File: config.mk
export PLATFORM = sky130hd
export DESIGN_NAME = sq_accum
export DESIGN_NICKNAME = d
export VERILOG_FILES = /design/src/rtl/sq_accum.sv
export SDC_FILE = /design/constraint.sdc
export NUM_CORES = 1
export LEC_CHECK = 0
export CORE_ASPECT_RATIO = 1.5
export CORE_UTILIZATION = 63
export CTS_BUF_LIST = sky130_fd_sc_hd__clkbuf_4
export DETAILED_ROUTE_END_ITERATION = 7
export GPL_TIMING_DRIVEN = 0
export HOLD_SLACK_MARGIN = 0.15
export PLACE_DENSITY = 0.82
export REMOVE_ABC_BUFFERS = 1
export SKIP_LAST_GASP = 1
export SLEW_MARGIN = 5
export SYNTH_ARGS = -nofsm -noshare
export SYNTH_HDL_FRONTEND = slang
export SYNTH_SLANG_ARGS = --single-unit
File: constraint.sdc
create_clock -name clk -period 4.3 [get_ports clk]
set_clock_uncertainty 0.15 [all_clocks]
set_input_delay 0.86 -clock clk [delete_from_list [all_inputs] [get_ports clk]]
set_output_delay 0.86 -clock clk [all_outputs]
set_load 0.005 [all_outputs]
File: src/rtl/sq_accum.sv
// sq_accum: streaming sum-of-squares accumulator, one multi-lane beat per cycle, one result pulse per vector.
//   in:  clk, nrst (async, active-low), in_valid, in_last, in_keep[LANES], in_data[LANES*ELEM_W], in_id[id_width]
//   out: dot_sum[32] (saturated at 0x7FFF_FFFF), id_out, valid_out (1-cycle pulse), sat_out
module sq_accum #(
  parameter int ELEM_W   = 8,
  parameter int LANES    = 4,
  parameter int id_width = 20
) (
  input  logic                      clk,
  input  logic                      nrst,
  input  logic                      in_valid,
  input  logic                      in_last,
  input  logic [LANES-1:0]          in_keep,
  input  logic [LANES*ELEM_W-1:0]   in_data,
  input  logic [id_width-1:0]       in_id,
  output logic [31:0]               dot_sum,
  output logic [id_width-1:0]       id_out,
  output logic                      valid_out,
  output logic                      sat_out
);
  localparam int SQ_W  = 2 * ELEM_W;
  localparam int SUM_W = SQ_W + $clog2(LANES);
  // one bit of headroom over both the 31-bit accumulator and the widest beat sum
  localparam int ACC_W = (SUM_W > 31 ? SUM_W : 31) + 1;
  localparam logic [ACC_W-1:0] MAX = ACC_W'(32'h7FFF_FFFF);
  logic                first;
  logic [SQ_W-1:0]     sq [LANES];
  logic [SQ_W-1:0]     s1_sq [LANES];
  logic                s1_valid, s1_last, s1_first;
  logic [id_width-1:0] s1_id;
  logic [SUM_W-1:0]    beat_sum, s2_sum;
  logic                s2_valid, s2_last, s2_first;
  logic [id_width-1:0] s2_id;
  logic [30:0]         acc, nacc, fin_sum;
  logic                sat, nsat, fin_sat, fin_valid;
  logic [id_width-1:0] cur_id, nid, fin_id;
  logic [ACC_W-1:0]    total;
  for (genvar i = 0; i < LANES; i++) begin : g_sq
    logic signed [ELEM_W-1:0] d;
    logic signed [SQ_W-1:0]   p;
    assign d     = in_data[i*ELEM_W +: ELEM_W];
    // the most negative element squared is 2^(2*ELEM_W-2), still positive in SQ_W bits
    assign p     = d * d;
    assign sq[i] = in_keep[i] ? $unsigned(p) : '0;
  end
  always_ff @(posedge clk or negedge nrst)
    if (!nrst) first <= 1'b1;
    else if (in_valid) first <= in_last;
  always_ff @(posedge clk or negedge nrst)
    if (!nrst) begin
      s1_valid <= 1'b0;
      s1_last  <= 1'b0;
      s1_first <= 1'b0;
      s1_id    <= '0;
      for (int i = 0; i < LANES; i++) s1_sq[i] <= '0;
    end else begin
      s1_valid <= in_valid;
      s1_last  <= in_valid & in_last;
      s1_first <= in_valid & first;
      if (in_valid & first) s1_id <= in_id;
      for (int i = 0; i < LANES; i++) s1_sq[i] <= sq[i];
    end
  always_comb begin
    beat_sum = '0;
    for (int i = 0; i < LANES; i++) beat_sum = beat_sum + SUM_W'(s1_sq[i]);
  end
  always_ff @(posedge clk or negedge nrst)
    if (!nrst) begin
      s2_valid <= 1'b0;
      s2_last  <= 1'b0;
      s2_first <= 1'b0;
      s2_id    <= '0;
      s2_sum   <= '0;
    end else begin
      s2_valid <= s1_valid;
      s2_last  <= s1_last;
      s2_first <= s1_first;
      s2_id    <= s1_id;
      s2_sum   <= beat_sum;
    end
  // a first beat starts from zero and a clean sat flag, so back-to-back vectors never mix
  always_comb begin
    total = (s2_first ? '0 : ACC_W'(acc)) + ACC_W'(s2_sum);
    nsat  = (~s2_first & sat) | (total > MAX);
    nacc  = nsat ? 31'h7FFF_FFFF : total[30:0];
    nid   = s2_first ? s2_id : cur_id;
  end
  always_ff @(posedge clk or negedge nrst)
    if (!nrst) begin
      acc       <= '0;
      sat       <= 1'b0;
      cur_id    <= '0;
      fin_valid <= 1'b0;
      fin_sum   <= '0;
      fin_sat   <= 1'b0;
      fin_id    <= '0;
    end else begin
      fin_valid <= s2_valid & s2_last;
      if (s2_valid) begin
        cur_id <= nid;
        acc    <= s2_last ? '0 : nacc;
        sat    <= ~s2_last & nsat;
        if (s2_last) begin
          fin_sum <= nacc;
          fin_sat <= nsat;
          fin_id  <= nid;
        end
      end
    end
  always_ff @(posedge clk or negedge nrst)
    if (!nrst) begin
      valid_out <= 1'b0;
      dot_sum   <= '0;
      sat_out   <= 1'b0;
      id_out    <= '0;
    end else begin
      valid_out <= fin_valid;
      if (fin_valid) begin
        dot_sum <= {1'b0, fin_sum};
        sat_out <= fin_sat;
        id_out  <= fin_id;
      end
    end
endmodule

==> out/results.ini, run 1 <==
[place]
dp_hpwl_mm=31.3
placed_area_um2=22700
place_ws_ns=-1.88
port_buffers=112
gp_congestion=0.888

[cts]
cts_buffers=61
cts_tree=done
clock_latency_ns=0.72
cts_root_buf=clkbuf_4
clock_sink_count=283
htree_levels=2
clkSlewWorstSetupHoldPaths_ns=0.07
clk_path_buf_depth=3

[sta]
fmax_mhz=231
max_slew_margin_pct=32.0
post-route-period-util_pct=101
setup_tns_ns=-0.0477
timing_hold_violations_final=0
fin_ws_ns=-0.0289
post-route-min-period_ns=4.33
rsz0062_at_grt=true
drv_slew=0
finalSetupViolCount=4
worst_slew_pin_slew_ns=1.02

[critical_path]
path_buf_inv=6
critical_path_arrival_ns=4.76
worstSetupPathType=input pin to flop
endpoint_kind=flop
slowest_delay_ns=0.54
r2r_cells=11
crit_family=adder cells
path_max_fanout=7
crit_slowest_cell=fa_1
start_kind=input pin
critPathRequiredTime_ns=4.73
crit_top_cell=fa_1
crit_chain=buf_12, inv_8, nor2_4, inv_2, fa_1, inv_2, fa_1, fa_1, inv_1, fa_1, inv_2, ha_4, o21a_1, o21ai_2, a221oi_2, o31a_1, mux2i_1, nand2_1
cp.depth=18

[routing]
via_per_inst=5.59
drt.antenna.violating_nets=0
first_pass_iters=7
dr.first_iter.drc_count=610
drc=14
routed_wl_mm=43.1
drt-wirelength-per-cell_um=16.2
vias=14882

[yosys]
avgSynthCellArea_um2=10.4
synth-simple-area-share_pct=11.0
synth_area_leaders=dfrtp_1 33%, fa_1 19%, ha_1 9.1%
synth_adder_area_share_pct=27.8
synth_cell_types=79
synth_top_family_by_area=adder cells
ys_warn_count=0
yosys.area.top_type=dfrtp_1
ys.flop_type=dfrtp_1
synthXorXnorAreaFrac_pct=4.66
async_flop_share_pct=100
synth_top_area_share_pct=33.2
synth_edf_count=0
synth_seq_cells=283
syn_inst=2046
syn-cell-area_um2=21200
synth_compound_area_share_pct=9.19
synth-seq-area-share_pct=33.4
muxShareOfSynthArea_pct=6.66

[run_status]
failed_checks=design-rule violations, negative setup slack
status=finished with violations

[floorplanning]
dieArea_um2=34500
io_pins=114
die_h_um=227
num_rows=82
core_area_um2=33300
die_x_um=152
initial_core_util_pct=63.7

[layout]
post-route-util_pct=74.1
stdcell_area_um2=24700
area_growth_syn_to_layout_pct=16.4
drive_gt1_share_pct=20.2
finalNetCount=2605

[hold_path]
min-delay-path-class=flop to flop
holdPathStages=0

[power]
leakagePower_nw=11.9
power_density_nw_per_um2=664
ir_drop_uv=529

[global_route]
grt.total_usage_pct=25.2
grt_max_degree=128
grt_pass1_vias=15689
grt_overflow=0
antenna_found_initial=1
grt_pass1_wl_mm=70.6

[run]
max_cap_violations=0

-- layout by cell type, fill, tap and decap left out, types with 11 or more instances in the layout --
cell type | synthesis | routed
inv_1 | 337 | 303
dfrtp_1 | 282 | 279
fa_1 | 199 | 191
ha_1 | 154 | 126
nand2_1 | 119 | 107
nor2_1 | 109 | 102
mux2_2 | 98 | 98
xnor2_1 | 94 | 84
clkbuf_4 | 0 | 84
clkdlybuf4s50_1 | 0 | 79
and2_1 | 87 | 72
o21ai_0 | 75 | 63
a21oi_1 | 60 | 46
buf_4 | 2 | 37
mux2i_1 | 31 | 31
clkinv_1 | 1 | 27
inv_2 | 0 | 26
a21o_1 | 25 | 25
ha_4 | 0 | 23
nand2b_1 | 24 | 21
nor2b_1 | 27 | 20
nor3_1 | 23 | 20
xor2_1 | 19 | 19
nand3_1 | 18 | 18
a31oi_1 | 18 | 17
and2_4 | 0 | 15
o22ai_1 | 15 | 15
o21a_1 | 15 | 14
a21oi_2 | 0 | 12
nand2_2 | 1 | 11
a31o_2 | 12 | 11
-- routing by layer --
layer | vias up | global-route usage, % | share of wire (%)
met3 | 130 | 2.77 | 2.8
li1 | 6975 | - | -
met2 | 322 | 49.5 | 56
met1 | 7455 | 26.9 | 37
met4 | 0 | 11.7 | 4.5
met5 | - | 0 | 0
-- final timing paths --
path                        endpoint  slack (ns)       start
min in group asynchronous    acc[19]        0.56        nrst
setup / recovery           s1_sq[63]       -0.03  in_data[3]
hold / removal              s2_id[8]        0.20    s1_id[8]
hold reg to reg             s2_id[8]        0.20    s1_id[8]
setup reg to reg             acc[14]        0.31    s2_first
max in group asynchronous   s2_valid        2.36        nrst
-- per-stage QoR --
stage               total power [mW]  hold slack, ns  instances
global placement                12.5           0.182       2513
CTS                             15.5           0.192       2642
floorplan                       10.7           0.181       1981
detailed placement              12.9           0.185       2517
global route                    17.9           0.199       2663
finish                          16.4           0.199       2663
-- synth_stat cells (all sizes together), types with 4 or more instances --
master	count
a2111oi	5
a211oi	8
a21o	25
a21oi	60
a221oi	5
a31o	12
a31oi	18
and2	87
and3	11
buf	11
clkbuf	56
dfrtp	282
fa	199
ha	154
inv	337
mux2	98
mux2i	31
nand2	120
nand2b	24
nand3	20
nand4	11
nor2	109
nor2b	27
nor3	23
nor3b	5
o211ai	9
o21a	16
o21ai	77
o21bai	4
o221ai	6
o22a	8
o22ai	15
o31ai	4
or2	6
or3	5
xnor2	94
xor2	19
-- layout make-up --
type,count,area (um^2)
multi-input cells,1360,13500
fillers,2157,8640
flip-flops and latches,283,7090
repair buffers,148,1540
inverters,338,1300
clock buffers,80,601
well taps,420,526
clock inverters,33,194
diodes,1,2.50
-- timing repair --
action / 4_1_cts / 5_1_grt
hold buffers: 1 / 0
gates cloned: 0 / 1
endpoints found under the hold margin: 69 / 0
pin swaps: 49 / 77
buffers inserted: 11 / 20
endpoints found under the setup margin: 31 / 17
resized for setup: 280 / 160
-- where the power goes --
group | total [mW] | internal (mW) | switching, mW | leakage [nW]
Sequential | 4.08 | 3.59 | 0.492 | 3.52
Combinational | 10.3 | 4.95 | 5.37 | 7.90
Clock | 2.01 | 1.00 | 1.01 | 0.451
-- kinds of logic after synthesis --
logic type,count (synthesis)
adders and majority gates,353
buffers and inverters,405
DFF,283
AOI/OAI and AO/OA,297
other,2
and+or+nand+nor,464
xor gates and xnor gates,113
muxes,129
-- worst reg2reg max path, stage by stage (launching register included) --
cell      delay, ns
dfrtp_4        0.71
buf_12         0.26
nor2_1         0.08
ha_1           0.23
fa_1           0.46
a211oi_1       0.45
o211ai_1       0.30
a31o_2         0.30
a21o_1         0.20
a41oi_1        0.29
xor2_1         0.25
a31oi_1        0.12
-- registers in the layout, indices dropped and copies added, names as in the netlist, 18 cells and up --
signal,flops
s2_id,20
cur_id,20
dot_sum,31
s1_sq,60
s1_id,20
acc,31
fin_id,20
fin_sum,31
id_out,20
s2_sum,18
(Power assumes the default switching activity.)
==> run 2: changes to the inputs <==
- PLACE_DENSITY: 0.82 -> not set
- PLACE_DENSITY_LB_ADDON: not set -> 0.25
==> out/results.ini, run 2 (same netlist as run 1, synthesis figures left out) <==
[run_status]
status=finished with violations
failed_checks=design-rule violations, negative setup slack

[hold_path]
min-delay-path-class=flop to flop
holdPathStages=0  ; unchanged
worstHoldStart=s1_last
min_to=s2_last

[global_route]
grt.total_usage_pct=25.2  ; about the same
grt_max_degree=127  ; -0.78%
antenna_found_initial=1  ; unchanged
grt_overflow=0  ; unchanged
grt_pass1_vias=15774  ; +0.54%
grt_pass1_wl_mm=70.7  ; +0.13%

[sta]
max_slew_margin_pct=31.0  ; -0.95 points
post-route-period-util_pct=101  ; +0.15 points
worst_slew_pin_slew_ns=1.03  ; +0.0143 ns
fmax_mhz=231  ; -0.15%
fin_hold_ws_ns=0.162  ; -0.0372 ns
drv_slew=0  ; unchanged
finalSetupViolCount=1  ; -3
rsz0062_at_grt=true
timing_hold_violations_final=0  ; unchanged
fin_ws_ns=-0.0354  ; -0.00647 ns
post-route-min-period_ns=4.34  ; +0.00647 ns

[power]
clkPwrFrac_pct=12.5  ; +0.3 points
power.total_mw=16.4  ; about the same
leakagePower_nw=11.9  ; about the same
ir_drop_uv=521  ; -1.5%
switching_share_pct=41.8  ; -0.044 points
power_density_nw_per_um2=664  ; about the same
netSwitchingPower_mw=6.87  ; about the same
combPwrFrac_pct=62.7  ; -0.2 points
internal_power_mw=9.56  ; +0.16%
seqPwrFrac_pct=24.8  ; about the same

[critical_path]
critical_path_arrival_ns=4.77  ; about the same
ff2ff_setup_slack_ns=0.29  ; -0.02 ns
endpoint_kind=flop
timing.rr.end=acc[9]
r2r_cells=10  ; -1
path_max_fanout=12  ; +5
start_kind=input pin
worstSetupPathType=input pin to flop
critPathRequiredTime_ns=4.74  ; about the same
regToRegStartpoint=s2_first

[layout]
area_growth_syn_to_layout_pct=16.4  ; about the same
layout_common_cells=304 x inv_1, 279 x dfrtp_1, 192 x fa_1
nFillCells=2238  ; +3.8%
final_common_cell=inv_1
drive_gt1_share_pct=20.9  ; +0.64 points
largest_register_ffs=60  ; unchanged
seqCellArea_um2=7090  ; unchanged
multi_input_area_um2=13500  ; +0.32%
post-route-util_pct=74.1  ; about the same
max_flop_register=s1_sq
finalNetCount=2602  ; -0.12%

[floorplanning]
die_x_um=152  ; unchanged
die_h_um=227  ; unchanged
dieArea_um2=34500  ; unchanged
core_area_um2=33300  ; unchanged
num_rows=82  ; unchanged
initial_core_util_pct=63.7  ; unchanged
io_pins=114  ; unchanged

[routing]
routed_wl_mm=42.8  ; -0.53%
drt-wirelength-per-cell_um=16.1  ; -0.45%
vias=14851  ; -0.21%
dr.first_iter.drc_count=581  ; -4.8%
drt.antenna.violating_nets=0  ; unchanged
drc=20  ; +6
first_pass_iters=8  ; +1
via_per_inst=5.58  ; -0.13%

[run]
max_cap_violations=0  ; unchanged

[place]
place_ws_ns=-1.88  ; -0.00125 ns
dp_hpwl_mm=31.6  ; +0.93%
port_buffers=112  ; unchanged
gp_congestion=0.881  ; -0.77%

[cts]
clock_latency_ns=0.74  ; +0.02 ns
htree_levels=2  ; unchanged
clk_path_buf_depth=3  ; unchanged
clkSlewWorstSetupHoldPaths_ns=0.07  ; about the same
cts_root_buf=clkbuf_4
cts_tree=done
clock_sink_count=283  ; unchanged
cts_buffers=61  ; unchanged

run 2: cell count changes in the layout (fill, tap and decap cells not counted), sizes merged:
cell	previous run	this run
buf	63	61
clkbuf	85	94
clkinvlp	3	0
inv	337	338
clkinv	29	23
bufinv	2	1
run 2: worst max path at each step:
stage	from	slack [ns]	end	depth (start not counted)
after global routing	in_data[24]	-0.17	s1_sq[14]	18
after detailed placement	in_data[27]	-1.88	s1_sq[14]	18
final	in_data[24]	-0.04	s1_sq[15]	18
after floorplan	in_data[27]	-0.73	s1_sq[14]	17
after global placement	nrst	-9.26	s1_id[14]	1
after CTS	in_data[26]	-0.06	s1_sq[14]	17
run 2: final cells by class:
type,instances,share of cell area [%]
multi-input combinational,1360,54.6
timing repair buffer,145,6.02
clock buffer,90,2.73
clock inverter,24,0.582
tap,420,2.13
sequential,283,28.7
antenna,1,0.0101
inverter,338,5.24
run 2: metrics by stage:
stage,area (um^2),instances,setup TNS (ns)
6_report,24700,2661,-0.0354
5_1_grt,24700,2661,-0.737
4_1_cts,24000,2646,-0.0588
3_5_place_dp,22700,2518,-48.39
3_3_place_gp,22600,2513,-2709.70
2_1_floorplan,21000,1981,-10.30
run 2: timing repair:
item	CTS	global route
pin swaps	48	84
cloned	0	0
resized for setup	278	168
endpoints found under the setup margin	30	22
hold buffers	1	0
endpoints found under the hold margin	38	0
buffers inserted	13	14
run 2: critical path, cell delays in order:
cell and delay [ns]:
buf_4 0.17, and2_1 0.17, ha_1 0.33, a21oi_2 0.09, fa_1 0.50, inv_1 0.04
ha_1 0.27, inv_1 0.06, fa_1 0.53, inv_1 0.09, ha_4 0.23, a21o_1 0.18
a21o_1 0.22, a21oi_2 0.21, a221oi_2 0.10, o31a_1 0.29, mux2i_1 0.13, a311o_1 0.29
run 2: power groups by stage:
stage | clock [mW] | sequential [mW] | combinational, mW
after floorplan | 0 | 3.99 | 6.71
after global placement | 0 | 4.11 | 8.44
after detailed placement | 0 | 4.13 | 8.84
after CTS | 2.12 | 4.08 | 9.47
after global routing | 2.25 | 4.17 | 11.5
final | 2.05 | 4.07 | 10.3
run 2: layer usage:
metal / share of wire (%) / track usage, %
met3: 2.4 / 2.75
met5: 0 / 0
met2: 56 / 49.4
met1: 37 / 26.9
met4: 3.9 / 11.9
